===== src/rtl/seg_scan_driver_pkg.sv =====
// Shared definitions for the 7-segment scan driver: default geometry and
// nibble-select helper also used by ledDecoder users.
package seg_scan_driver_pkg;

    localparam int unsigned DIGITS_DEF = 4;
    localparam int unsigned DIV_W_DEF  = 16;

    // Width of a pointer that counts 0..n-1 (at least one bit).
    function automatic int unsigned ptr_width(input int unsigned n);
        return (n > 1) ? $clog2(n) : 1;
    endfunction

    // Select nibble k of a packed hex word (values up to 16 digits).
    function automatic logic [3:0] nib_sel(input logic [63:0] v, input int unsigned k);
        return v[4*k +: 4];
    endfunction

endpackage


===== src/rtl/seg_scan_driver.sv =====
// Time-multiplexed common-anode 7-segment scanner with optional leading-zero
// blanking. All outputs are registered; index and dig_sel update together.
module seg_scan_driver
    import seg_scan_driver_pkg::*;
#(
    parameter int unsigned DIGITS = DIGITS_DEF,
    parameter int unsigned DIV_W  = DIV_W_DEF
) (
    input  logic                  clk,
    input  logic                  rst,
    input  logic                  en,
    input  logic                  load,
    input  logic [4*DIGITS-1:0]   value_in,
    input  logic                  blank_lz,
    output logic [3:0]            index,
    output logic [DIGITS-1:0]     dig_sel,
    output logic                  scan_tick
);

    localparam int unsigned VW = 4 * DIGITS;
    localparam int unsigned PW = ptr_width(DIGITS);
    localparam logic [PW-1:0] PtrLast = PW'(DIGITS - 1);
    localparam logic [DIGITS-1:0] DigOff = '1;

    logic [VW-1:0]     shadow_q, shadow_d;
    logic [DIV_W-1:0]  div_q, div_d;
    logic [PW-1:0]     ptr_q, ptr_d;
    logic [3:0]        index_q, index_d;
    logic [DIGITS-1:0] dig_sel_q, dig_sel_d;
    logic              scan_tick_q, scan_tick_d;

    logic              tick;
    logic [PW-1:0]     nptr;
    logic [DIGITS-1:0] blank;

    // Digit k>0 is blanked when it and every more-significant nibble are zero.
    function automatic logic [DIGITS-1:0] lz_mask(input logic [VW-1:0] v);
        logic [DIGITS-1:0] m;
        logic              zero_above;
        m          = '0;
        zero_above = 1'b1;
        for (int k = DIGITS - 1; k >= 1; k--) begin
            zero_above = zero_above & (v[4*k +: 4] == 4'h0);
            m[k]       = zero_above;
        end
        return m;
    endfunction

    always_comb begin
        tick  = en && (div_q == '1);
        nptr  = (ptr_q == PtrLast) ? '0 : ptr_q + PW'(1);
        blank = blank_lz ? lz_mask(shadow_q) : '0;

        shadow_d    = load ? value_in : shadow_q;
        div_d       = en ? div_q + DIV_W'(1) : div_q;
        ptr_d       = ptr_q;
        index_d     = index_q;
        dig_sel_d   = dig_sel_q;
        scan_tick_d = 1'b0;

        if (tick) begin
            // Outputs come from the pre-edge shadow, so a coincident load waits a slot.
            ptr_d       = nptr;
            index_d     = nib_sel(64'(shadow_q), 32'(nptr));
            scan_tick_d = 1'b1;
            for (int k = 0; k < DIGITS; k++) begin
                dig_sel_d[k] = !((PW'(k) == nptr) && !blank[k]);
            end
        end else if (!en) begin
            dig_sel_d = DigOff;
        end
    end

    always_ff @(posedge clk or negedge rst) begin
        if (!rst) begin
            shadow_q    <= '0;
            div_q       <= '0;
            ptr_q       <= '0;
            index_q     <= '0;
            dig_sel_q   <= DigOff;
            scan_tick_q <= 1'b0;
        end else begin
            shadow_q    <= shadow_d;
            div_q       <= div_d;
            ptr_q       <= ptr_d;
            index_q     <= index_d;
            dig_sel_q   <= dig_sel_d;
            scan_tick_q <= scan_tick_d;
        end
    end

    assign index     = index_q;
    assign dig_sel   = dig_sel_q;
    assign scan_tick = scan_tick_q;

endmodule


===== config.mk =====
export PLATFORM = sky130hd
export DESIGN_NAME = seg_scan_driver
export DESIGN_NICKNAME = d
export VERILOG_FILES = /design/src/rtl/seg_scan_driver_pkg.sv /design/src/rtl/seg_scan_driver.sv
export SDC_FILE = /design/constraint.sdc
export NUM_CORES = 1
export LEC_CHECK = 0
export CAP_MARGIN = 10
export CORE_AREA = 2 2 67 69
export DETAILED_ROUTE_END_ITERATION = 10
export DIE_AREA = 0 0 69 71
export PLACE_DENSITY = 0.72
export SETUP_SLACK_MARGIN = 0.05
export SYNTH_ARGS = -nofsm -noshare
export SYNTH_HDL_FRONTEND = slang
export SYNTH_SLANG_ARGS = --single-unit

===== constraint.sdc =====
create_clock -name clk -period 5 [get_ports clk]
set_input_delay 1 -clock clk [delete_from_list [all_inputs] [get_ports clk]]
set_output_delay 1 -clock clk [all_outputs]
set_load 0.03 [all_outputs]

==> flow_summary.rst, run 1 <==
.. list-table::
   :header-rows: 1

   * - Metric
     - Value
   * - Run status
     - finished, final reports clean
   * - Post-synthesis async set-or-reset flop share
     - 100%
   * - Synth warn
     - 0
   * - CTS tree
     - yes
   * - Maximum number of pins on one net before global-route repair
     - 44
   * - DRC errors left
     - 0
   * - Area of the mapped netlist
     - approximately 2000 um2
   * - Number of flops mapped to enable cells by yosys
     - 0
   * - Setup Fix Bufs, Post-CTS
     - 0
   * - Compound-cell area share of the yosys netlist
     - 2.83%
   * - Endpoint kind of the worst setup timing path
     - output port
   * - Total clock buffers created by CTS
     - 5
   * - Global routing usage summed across all routing layers
     - between 10% and 20%
   * - Clock slew seen by the registers of the worst setup and hold paths
     - about 80 ps
   * - Final Routed Wirelength
     - 3.46 mm
   * - Power density relative to cell area
     - 313 nW/um2
   * - Average wire per standard cell
     - 15.3 um
   * - Primary FF master, synth
     - dfrtp_1
   * - Count of placed standard cells including taps
     - roughly 220
   * - Gate family responsible for the most delay along the worst path
     - buffers and inverters
   * - Main combinational cell family by area after synthesis
     - multiplexers
   * - Worst slew margin
     - a little under 40%
   * - Via count
     - ~1200
   * - Critical-path cell list
     - clkdlybuf4s50_1
   * - Count of routing violations after the opening detailed-route iteration
     - 55
   * - Number of detailed-route iterations in the first pass
     - 4
   * - Commonest cells after routing, fill and taps aside
     - dfrtp_1 (39), clkdlybuf4s50_1 (28), mux2_2 (17), nand2_1 (11), xnor2_1 (10)
   * - Final number of setup-violating endpoints
     - 0
   * - Die Wd
     - 69 um
   * - Synthesized area per cell
     - between 10 and 15 um2
   * - Cell at the slowest stage of the critical path
     - clkdlybuf4s50_1
   * - Number of top-level pins
     - 30
   * - Number of standard cells in the layout, taps in and fillers out
     - roughly 230
   * - Data required time at the worst endpoint
     - 4000 ps
   * - Effective utilization at floorplan
     - 47.4%
   * - Part of the cycle the worst path needs
     - between 40% and 50%
   * - Buffers on Ports
     - 29
   * - Worst hold margin
     - between 400 and 500 ps
   * - Highest clock rate
     - around 400 MHz
   * - Max Fanout on Critical Path
     - 2
   * - Unrepaired setup endpoints after global routing
     - false
   * - Number of buffers inserted by hold repair at cts
     - 0
   * - Hold WC Path Type
     - reg2reg
   * - Number of inserted diodes
     - 0
   * - Max-slew violations
     - 0
   * - HPWL after DPL
     - approximately 2.7 mm
   * - Xor and xnor fraction of the mapped netlist area
     - roughly 6.6%
   * - Post-route antenna net violation count
     - 0
   * - Crit Path Category
     - reg2out
   * - Setup TNS after final layout
     - 0 ps
   * - CTS HTree Levels
     - 2
   * - Fin nets
     - roughly 200
   * - Max-cap violations
     - 0
   * - Count of different cell masters after synthesis
     - 32
   * - Layout-stage area growth over the synthesis result
     - 21.4%
   * - Fraction of final layout cells with drive strength greater than 1
     - between 20% and 30%
   * - Number of core rows
     - 24
   * - Synthesized instance count
     - around 140
   * - Most common library cell in the layout ignoring fill and taps
     - dfrtp_1
   * - CP peak stage delay
     - approximately 670 ps
   * - Worst-margin pin slew
     - ~910 ps
   * - Area share of and/or/nand/nor cells after synthesis
     - between 10% and 20%
   * - Clock Sinks
     - 43
   * - Via count of the first global-routing pass
     - approximately 1200
   * - Portion of the post-synthesis area used by sequential elements
     - a little over half
   * - Worst vdd ir
     - between 0.15 and 0.2 mV
   * - Total congestion overflow after global routing
     - 0
   * - Final Critical Period
     - 2500 ps
   * - Setup clock skew after layout
     - roughly 7.8 ps
   * - Clock Root Buffer
     - clkbuf_8
   * - Worst EP arrival
     - 1500 ps
   * - Post-DR vias/cell
     - around 5.3
   * - Core Region
     - 4200 um2
   * - FF+latch count, synth
     - 43
   * - Wire length of the first global-routing pass
     - approximately 6 mm
   * - Post-CTS resize count
     - 0
   * - Insertion delay of the later-clocked pin in the worst-skew pair
     - slightly below 300 ps
   * - Clock tree buffer depth
     - 2
   * - Area enclosed by the die boundary
     - ~4900 um2
   * - Overall die height
     - roughly 70 um
   * - Antenna violations before repair
     - 0
   * - Fraction of synthesized area in multiplexers
     - between 10% and 20%
   * - Post-synthesis adder-cell area fraction
     - between 3 and 4%
   * - Placer Congestion
     - 0.777
   * - Startpoint Class
     - register
   * - Count of final hold-check violations
     - 0
   * - Mapped Nets
     - around 170
   * - Buffering stage count on the worst path with inverters included
     - 1
   * - Static leakage
     - between 0.001 and 0.0015 uW
## logic make-up after synthesis
family / count (synthesis)
compound gates: 6
flops: 43
fa+ha+maj: 6
simple gates: 35
xor+xnor: 15
buf+inv: 5
mux: 31
## per-stage QoR
stage | utilization [%] | setup slack [ps] | area, um2 | total power (uW)
floorplan | - | 2910 | 1990 | 497
global placement | 55.3 | 2300 | 2320 | 532
detailed placement | 55.3 | 2270 | 2320 | 543
CTS | 57.5 | 2490 | 2420 | 767
global route | 57.5 | 2450 | 2420 | 800
finish | 57.5 | 2500 | 2420 | 755
## worst reg2reg max path, cell delays in order (launching register included)
cell	delay, ps
dfrtp_1	500
ha_1	270
nor2_2	260
mux4_2	540
mux2_4	280
## metal layers
metal | share of wire [%] | GRT usage (%)
met5 | 0 | 0
met3 | 4.5 | 4.42
met2 | 54 | 28.2
met4 | 2.3 | 7.41
met1 | 39 | 17.6
## where the power goes
part           internal (uW)  leakage [uW]  switching (uW)
combinational           58.4      0.000465            44.1
sequential               389      0.000539            41.5
clock                    111     0.0000482             111
## Yosys cell counts, drive strengths merged (3+ instances only)
master	instances	area, um2
nand2	11	41.3
nand3	7	52.6
nor2	4	33.8
mux2i	6	60.1
mux2	23	282
xor2	5	43.8
xnor2	10	87.6
ha	6	75.1
o22a	3	30.0
dfstp	4	105
dfrtp	39	976
nand4	3	18.8
and4	3	31.3
## cell type report
cell class	instances	area, um2
fill	348	1790
clock inverter	1	5.00
sequential	43	1080
clock buffer	7	86.3
inverter	2	7.51
tap	52	65.1
timing repair buffer	29	285
multi-input combinational	93	886
## path summary, 6_finish.rpt
path                             from  slack (ps)  depth (start not counted)           to
setup / recovery           dig_sel[2]        2500                          1   dig_sel[2]
hold / removal              div_q[15]         480                          1    div_q[15]
setup reg to reg             ptr_q[0]        3040                          4     index[3]
hold reg to reg             div_q[15]         480                          1    div_q[15]
max in group asynchronous         rst        3590                          1  shadow_q[5]
min in group asynchronous         rst         840                          1    div_q[10]
## registers in the layout (all words and copies together) (netlist names)
name,count
shadow_q,16
index,4
ptr_q,2
dig_sel,4
div_q,16
scan_tick,1
Power figures use the tool's default switching activity.
==> run 2: changes to the inputs <==
Clock period 5 ns to 2.3 ns, I/O delays scaled along.
==> flow_summary.rst, run 2 (synthesized netlist as in run 1, its figures left out) <==
.. list-table::
   :header-rows: 1

   * - Metric
     - Value
   * - Run status
     - finished, final reports clean
   * - Number of top-level pins
     - 30 (unchanged)
   * - Hold WC Path Type
     - reg2reg
   * - Antenna violations before repair
     - 0 (unchanged)
   * - Effective utilization at floorplan
     - 47.4% (unchanged)
   * - Average wire per standard cell
     - 15.2 um (-0.38%)
   * - Count of final hold-check violations
     - 0 (unchanged)
   * - Final Critical Period
     - around 2000 ps
   * - Startpoint Class
     - register
   * - Part of the cycle the worst path needs
     - 85.5%
   * - Switching Fraction
     - 25.2% (-0.90 points)
   * - Count of routing violations after the opening detailed-route iteration
     - 30 (-45%)
   * - Max-cap violations
     - 0 (unchanged)
   * - Worst EP arrival
     - 1510 ps (about the same)
   * - Buffers on Ports
     - 29 (unchanged)
   * - Crit Path Category
     - reg2out
   * - Final Routed Wirelength
     - 3.54 mm (+2.3%)
   * - Static leakage
     - 0.00109 uW (+3.9%)
   * - Count of placed standard cells including taps
     - 224 (+2.3%)
   * - Regs by FF count
     - div_q (16), shadow_q (16)
   * - Clock Sinks
     - 43 (unchanged)
   * - Post-route antenna net violation count
     - 0 (unchanged)
   * - Wire length of the first global-routing pass
     - 6.07 mm (+1.4%)
   * - CTS HTree Levels
     - 2 (unchanged)
   * - Proportion of power drawn by combinational gates
     - 13.3% (-0.3 points)
   * - Number of standard cells in the layout, taps in and fillers out
     - 233 (+2.6%)
   * - Die Wd
     - 69 um (unchanged)
   * - DRC errors left
     - 0 (unchanged)
   * - Core Region
     - 4200 um2 (unchanged)
   * - Highest clock rate
     - between 500 and 600 MHz
   * - Highest metal layer with signal wires
     - met4
   * - Setup clock skew after layout
     - 1.66 ps (-6.15 ps)
   * - Number of core rows
     - 24 (unchanged)
   * - Via count
     - 1206 (+0.33%)
   * - WL met3
     - 156 um (-0.64%)
   * - CP peak stage delay
     - 670 ps (about the same)
   * - Gate family responsible for the most delay along the worst path
     - buffers and inverters
   * - Data required time at the worst endpoint
     - 1840 ps (-2160 ps)
   * - Clock slew seen by the registers of the worst setup and hold paths
     - 80 ps (about the same)
   * - Insertion delay of the later-clocked pin in the worst-skew pair
     - 300 ps (about the same)
   * - Fraction of final layout cells with drive strength greater than 1
     - 32.0% (+2.3 points)
   * - Number of buffers inserted by hold repair at cts
     - 1 (+1)
   * - Power density relative to cell area
     - 715 nW/um2 (+130%)
   * - Number of inserted diodes
     - 0 (unchanged)
   * - Overall die height
     - 71 um (unchanged)
   * - Worst-margin pin slew
     - 384 ps (-529 ps)
   * - Setup TNS after final layout
     - 0 ps (unchanged)
   * - Most common library cell in the layout ignoring fill and taps
     - dfrtp_1
   * - Cell internal power dissipation
     - 1330 uW (+140%)
   * - Final number of setup-violating endpoints
     - 0 (unchanged)
   * - Post-CTS resize count
     - 0 (unchanged)
   * - CTS tree
     - yes
   * - Post-DR vias/cell
     - 5.18 (-2.3%)
   * - Routed wire length on met2
     - 1.88 mm (-0.32%)
   * - Area enclosed by the die boundary
     - 4900 um2 (unchanged)
   * - Fillers
     - 357 (+2.6%)
   * - Placer Congestion
     - 0.802 (+3.3%)
   * - Endpoint kind of the worst setup timing path
     - output port
   * - Fin nets
     - 207 (+3.0%)
   * - Worst vdd ir
     - 0.562 mV (+220%)
   * - Sum of routed wire segments on met1
     - 1.44 mm (+7.7%)
   * - Layout-stage area growth over the synthesis result
     - 25.1%
   * - Unrepaired setup endpoints after global routing
     - false
   * - Share of total power in the clock network
     - 34.2% (+4.7 points)
   * - Total clock buffers created by CTS
     - 5 (unchanged)
   * - Buffering stage count on the worst path with inverters included
     - 1 (unchanged)
   * - Worst slew margin
     - 74.2% (+35 points)
   * - Max-slew violations
     - 0 (unchanged)
   * - HPWL after DPL
     - 2.79 mm (+3.7%)
   * - Critical-path cell list
     - clkdlybuf4s50_1
   * - Maximum number of pins on one net before global-route repair
     - 21 (-52%)
   * - Net Sw Power
     - 448 uW (+130%)
   * - Via count of the first global-routing pass
     - 1315 (+5.4%)
   * - Part of the total power dissipated in sequential elements
     - 52.5% (-4.5 points)
   * - Setup Fix Bufs, Post-CTS
     - 0 (unchanged)
   * - Clock Root Buffer
     - clkbuf_8
   * - Max Fanout on Critical Path
     - 2 (unchanged)
   * - Clock tree buffer depth
     - 2 (unchanged)
   * - Total congestion overflow after global routing
     - 0 (unchanged)
   * - Number of detailed-route iterations in the first pass
     - 2 (-2)
   * - Global routing usage summed across all routing layers
     - 16.0% (+0.11 points)
   * - Commonest cells after routing, fill and taps aside
     - dfrtp_1 (39), clkdlybuf4s50_1 (28), mux2_2 (17), nand2_1 (11), xnor2_1 (10)
   * - Cell at the slowest stage of the critical path
     - clkdlybuf4s50_1
run 2: through the flow:
step | util, % | hold WS [ps] | worst slack, ps | cell area [um2] | total power (uW)
2_1_floorplan | - | 164 | 471 | 1990 | 1080
3_3_place_gp | 56.2 | 315 | 313 | 2360 | 1170
6_report | 59.2 | 483 | 333 | 2490 | 1780
4_1_cts | 59.2 | 482 | 311 | 2490 | 1810
3_5_place_dp | 56.2 | 321 | 287 | 2360 | 1190
5_1_grt | 59.2 | 489 | 277 | 2490 | 1870
run 2: power groups by stage:
| stage | Sequential (uW) | Combinational (uW) | Clock, uW |
|---|---|---|---|
| 6_report | 935 | 237 | 608 |
| 3_3_place_gp | 941 | 226 | 0 |
| 5_1_grt | 949 | 266 | 659 |
| 3_5_place_dp | 950 | 240 | 0 |
| 4_1_cts | 935 | 243 | 629 |
| 2_1_floorplan | 923 | 157 | 0 |
run 2: layer usage:
layer,up-vias,track usage (%)
met5,-,0
li1,579,-
met2,23,28.3
met1,598,17.5
met4,0,7.19
met3,6,5.13
run 2: layout make-up:
cell class	instances	area, um2	area share, %
clock buffer	6	82.6	3.32
inverter	2	7.51	0.302
sequential	43	1080	43.4
tap	52	65.1	2.61
timing repair buffer	35	333	13.4
clock inverter	2	35.0	1.41
multi-input combinational	93	886	35.6
run 2: worst paths after layout:
path / startpoint / end / slack (ps) / depth (start not counted)
max in group asynchronous: rst / dig_sel[0] / 1190 / 3
min reg2reg: div_q[15] / div_q[15] / 480 / 1
min: div_q[15] / div_q[15] / 480 / 1
max: dig_sel[2] / dig_sel[2] / 330 / 1
min in group asynchronous: rst / div_q[10] / 540 / 2
max reg2reg: ptr_q[0] / index[2] / 360 / 4
==> run 3: changes to the inputs <==
Settings changed: CELL_PAD_IN_SITES_DETAIL_PLACEMENT from default to 0, CELL_PAD_IN_SITES_GLOBAL_PLACEMENT from default to 1, CORE_AREA 2 2 67 69 to 2 2 71 73, DIE_AREA 0 0 69 71 to 0 0 73 75, HOLD_SLACK_MARGIN from default to 0.02, PLACE_DENSITY 0.72 to default, PLACE_DENSITY_LB_ADDON from default to 0.1.
==> flow_summary.rst, run 3 (synthesized netlist as in run 1, its figures left out) <==
.. list-table::
   :header-rows: 1

   * - Metric
     - Value
   * - CP peak stage delay
     - 670 ps (about the same)
   * - Final Critical Period
     - 1950 ps (-13.9 ps)
   * - Setup TNS after final layout
     - 0 ps (unchanged)
   * - Power density relative to cell area
     - 683 nW/um2 (-4.5%)
   * - Clock Sinks
     - 43 (unchanged)
   * - Gate family responsible for the most delay along the worst path
     - buffers and inverters
   * - Hold WC Path Type
     - in2async
   * - Worst vdd ir
     - 0.365 mV (-35%)
   * - Placer Congestion
     - 0.761 (-5.1%)
   * - Most common library cell in the layout ignoring fill and taps
     - dfrtp_1
   * - Worst-margin pin slew
     - 389 ps (+4.72 ps)
   * - Buffering stage count on the worst path with inverters included
     - 1 (unchanged)
   * - Startpoint Class
     - register
   * - HPWL after DPL
     - 2.83 mm (+1.3%)
   * - Cell at the slowest stage of the critical path
     - clkdlybuf4s50_1
   * - Number of top-level pins
     - 30 (unchanged)
   * - DRC errors left
     - 0 (unchanged)
   * - Final number of setup-violating endpoints
     - 0 (unchanged)
   * - Number of core rows
     - 25 (+4.2%)
   * - Area enclosed by the die boundary
     - 5480 um2 (+12%)
   * - Die Wd
     - 73 um (+5.8%)
   * - Post-CTS resize count
     - 0 (unchanged)
   * - Number of buffers inserted by hold repair at cts
     - 0 (-1)
   * - Commonest cells after routing, fill and taps aside
     - dfrtp_1 (39), clkdlybuf4s50_1 (28), mux2_2 (17), nand2_1 (11), xnor2_1 (10)
   * - Post-route antenna net violation count
     - 0 (unchanged)
   * - Unrepaired setup endpoints after global routing
     - false
   * - Part of the cycle the worst path needs
     - 84.9% (-0.61 points)
   * - Layout-stage area growth over the synthesis result
     - 23.8%
   * - Global routing usage summed across all routing layers
     - 16.0% (about the same)
   * - Clock Root Buffer
     - clkbuf_8
   * - Via count
     - 1210 (+0.33%)
   * - Data required time at the worst endpoint
     - 1840 ps (about the same)
   * - CTS tree
     - yes
   * - Number of detailed-route iterations in the first pass
     - 4 (+2)
   * - Total congestion overflow after global routing
     - 0 (unchanged)
   * - Critical-path cell list
     - clkdlybuf4s50_1
   * - Average wire per standard cell
     - 15.3 um (+0.95%)
   * - Core Region
     - 4660 um2 (+11%)
   * - Clock slew seen by the registers of the worst setup and hold paths
     - 80 ps (about the same)
   * - Crit Path Category
     - reg2out
   * - Number of standard cells in the layout, taps in and fillers out
     - 234 (+0.43%)
   * - Maximum number of pins on one net before global-route repair
     - 19 (-9.5%)
   * - Final Routed Wirelength
     - 3.59 mm (+1.4%)
   * - Overall die height
     - 75 um (+5.6%)
   * - Insertion delay of the later-clocked pin in the worst-skew pair
     - 290 ps (about the same)
   * - Max Fanout on Critical Path
     - 2 (unchanged)
   * - Setup clock skew after layout
     - 5.36 ps (+3.70 ps)
   * - Wire length of the first global-routing pass
     - 6.39 mm (+5.2%)
   * - Max-slew violations
     - 0 (unchanged)
   * - CTS HTree Levels
     - 2 (unchanged)
   * - Worst slew margin
     - 73.9% (-0.32 points)
   * - Count of placed standard cells including taps
     - 226 (+0.89%)
   * - Number of inserted diodes
     - 0 (unchanged)
   * - Endpoint kind of the worst setup timing path
     - output port
   * - Fraction of final layout cells with drive strength greater than 1
     - 31.7% (-0.38 points)
   * - Fin nets
     - 206 (-0.48%)
   * - Total clock buffers created by CTS
     - 5 (unchanged)
   * - Static leakage
     - 0.00108 uW (-1.3%)
   * - Max-cap violations
     - 0 (unchanged)
   * - Clock tree buffer depth
     - 2 (unchanged)
   * - Count of final hold-check violations
     - 0 (unchanged)
   * - Highest clock rate
     - 512 MHz (+0.71%)
   * - Via count of the first global-routing pass
     - 1308 (-0.53%)
   * - Effective utilization at floorplan
     - 42.7% (-4.6 points)
   * - Buffers on Ports
     - 29 (unchanged)
   * - Count of routing violations after the opening detailed-route iteration
     - 70 (+130%)
   * - Worst EP arrival
     - 1490 ps (-20 ps)
   * - Run status
     - finished, final reports clean
   * - Worst setup slack for register-to-register paths
     - 350 ps (about the same)
   * - Core utilization of the finished layout
     - 52.9% (-6.3 points)
   * - Setup Fix Bufs, Post-CTS
     - 0 (unchanged)
   * - Antenna violations before repair
     - 0 (unchanged)
   * - Regs by FF count
     - div_q (16), shadow_q (16)
   * - Post-DR vias/cell
     - 5.17 (about the same)
[run 3: path summary, 6_finish.rpt]
path	startpoint	end	depth (start not counted)
setup reg to reg	ptr_q[0]	index[3]	4
max in group asynchronous	rst	dig_sel[2]	2
hold reg to reg	div_q[11]	div_q[11]	1
setup / recovery	dig_sel[3]	dig_sel[3]	1
min in group clk	div_q[11]	div_q[11]	1
hold / removal	rst	div_q[3]	1
[run 3: area by class of cell]
| class | count | area, um2 |
|---|---|---|
| Inverter | 2 | 7.51 |
| Fill cell | 395 | 2200 |
| Clock buffer | 8 | 100 |
| Multi-Input combinational cell | 93 | 886 |
| Tap cell | 54 | 67.6 |
| Sequential cell | 43 | 1080 |
| Timing Repair Buffer | 34 | 323 |
[run 3: through the flow]
stage / cell area, um2 / setup slack (ps) / hold slack (ps) / power (uW)
after detailed placement: 2360 / 154 / 383 / 1190
after CTS: 2460 / 329 / 53.2 / 1710
after floorplan: 1990 / 471 / 164 / 1080
final: 2460 / 347 / 58.8 / 1680
after global placement: 2360 / 216 / 377 / 1170
after global routing: 2460 / 235 / 81.1 / 1780
[run 3: where the power goes]
part,internal [uW],switching (uW)
Clock,274,244
Combinational,135,99.6
Sequential,845,86.8
Total,1250,430
[run 3: per-layer routing]
metal  track usage, %  wire length, um
met1             18.5             1440
met2             27.7             1990
met3             4.95              134
met4             6.17               22
met5                0                0
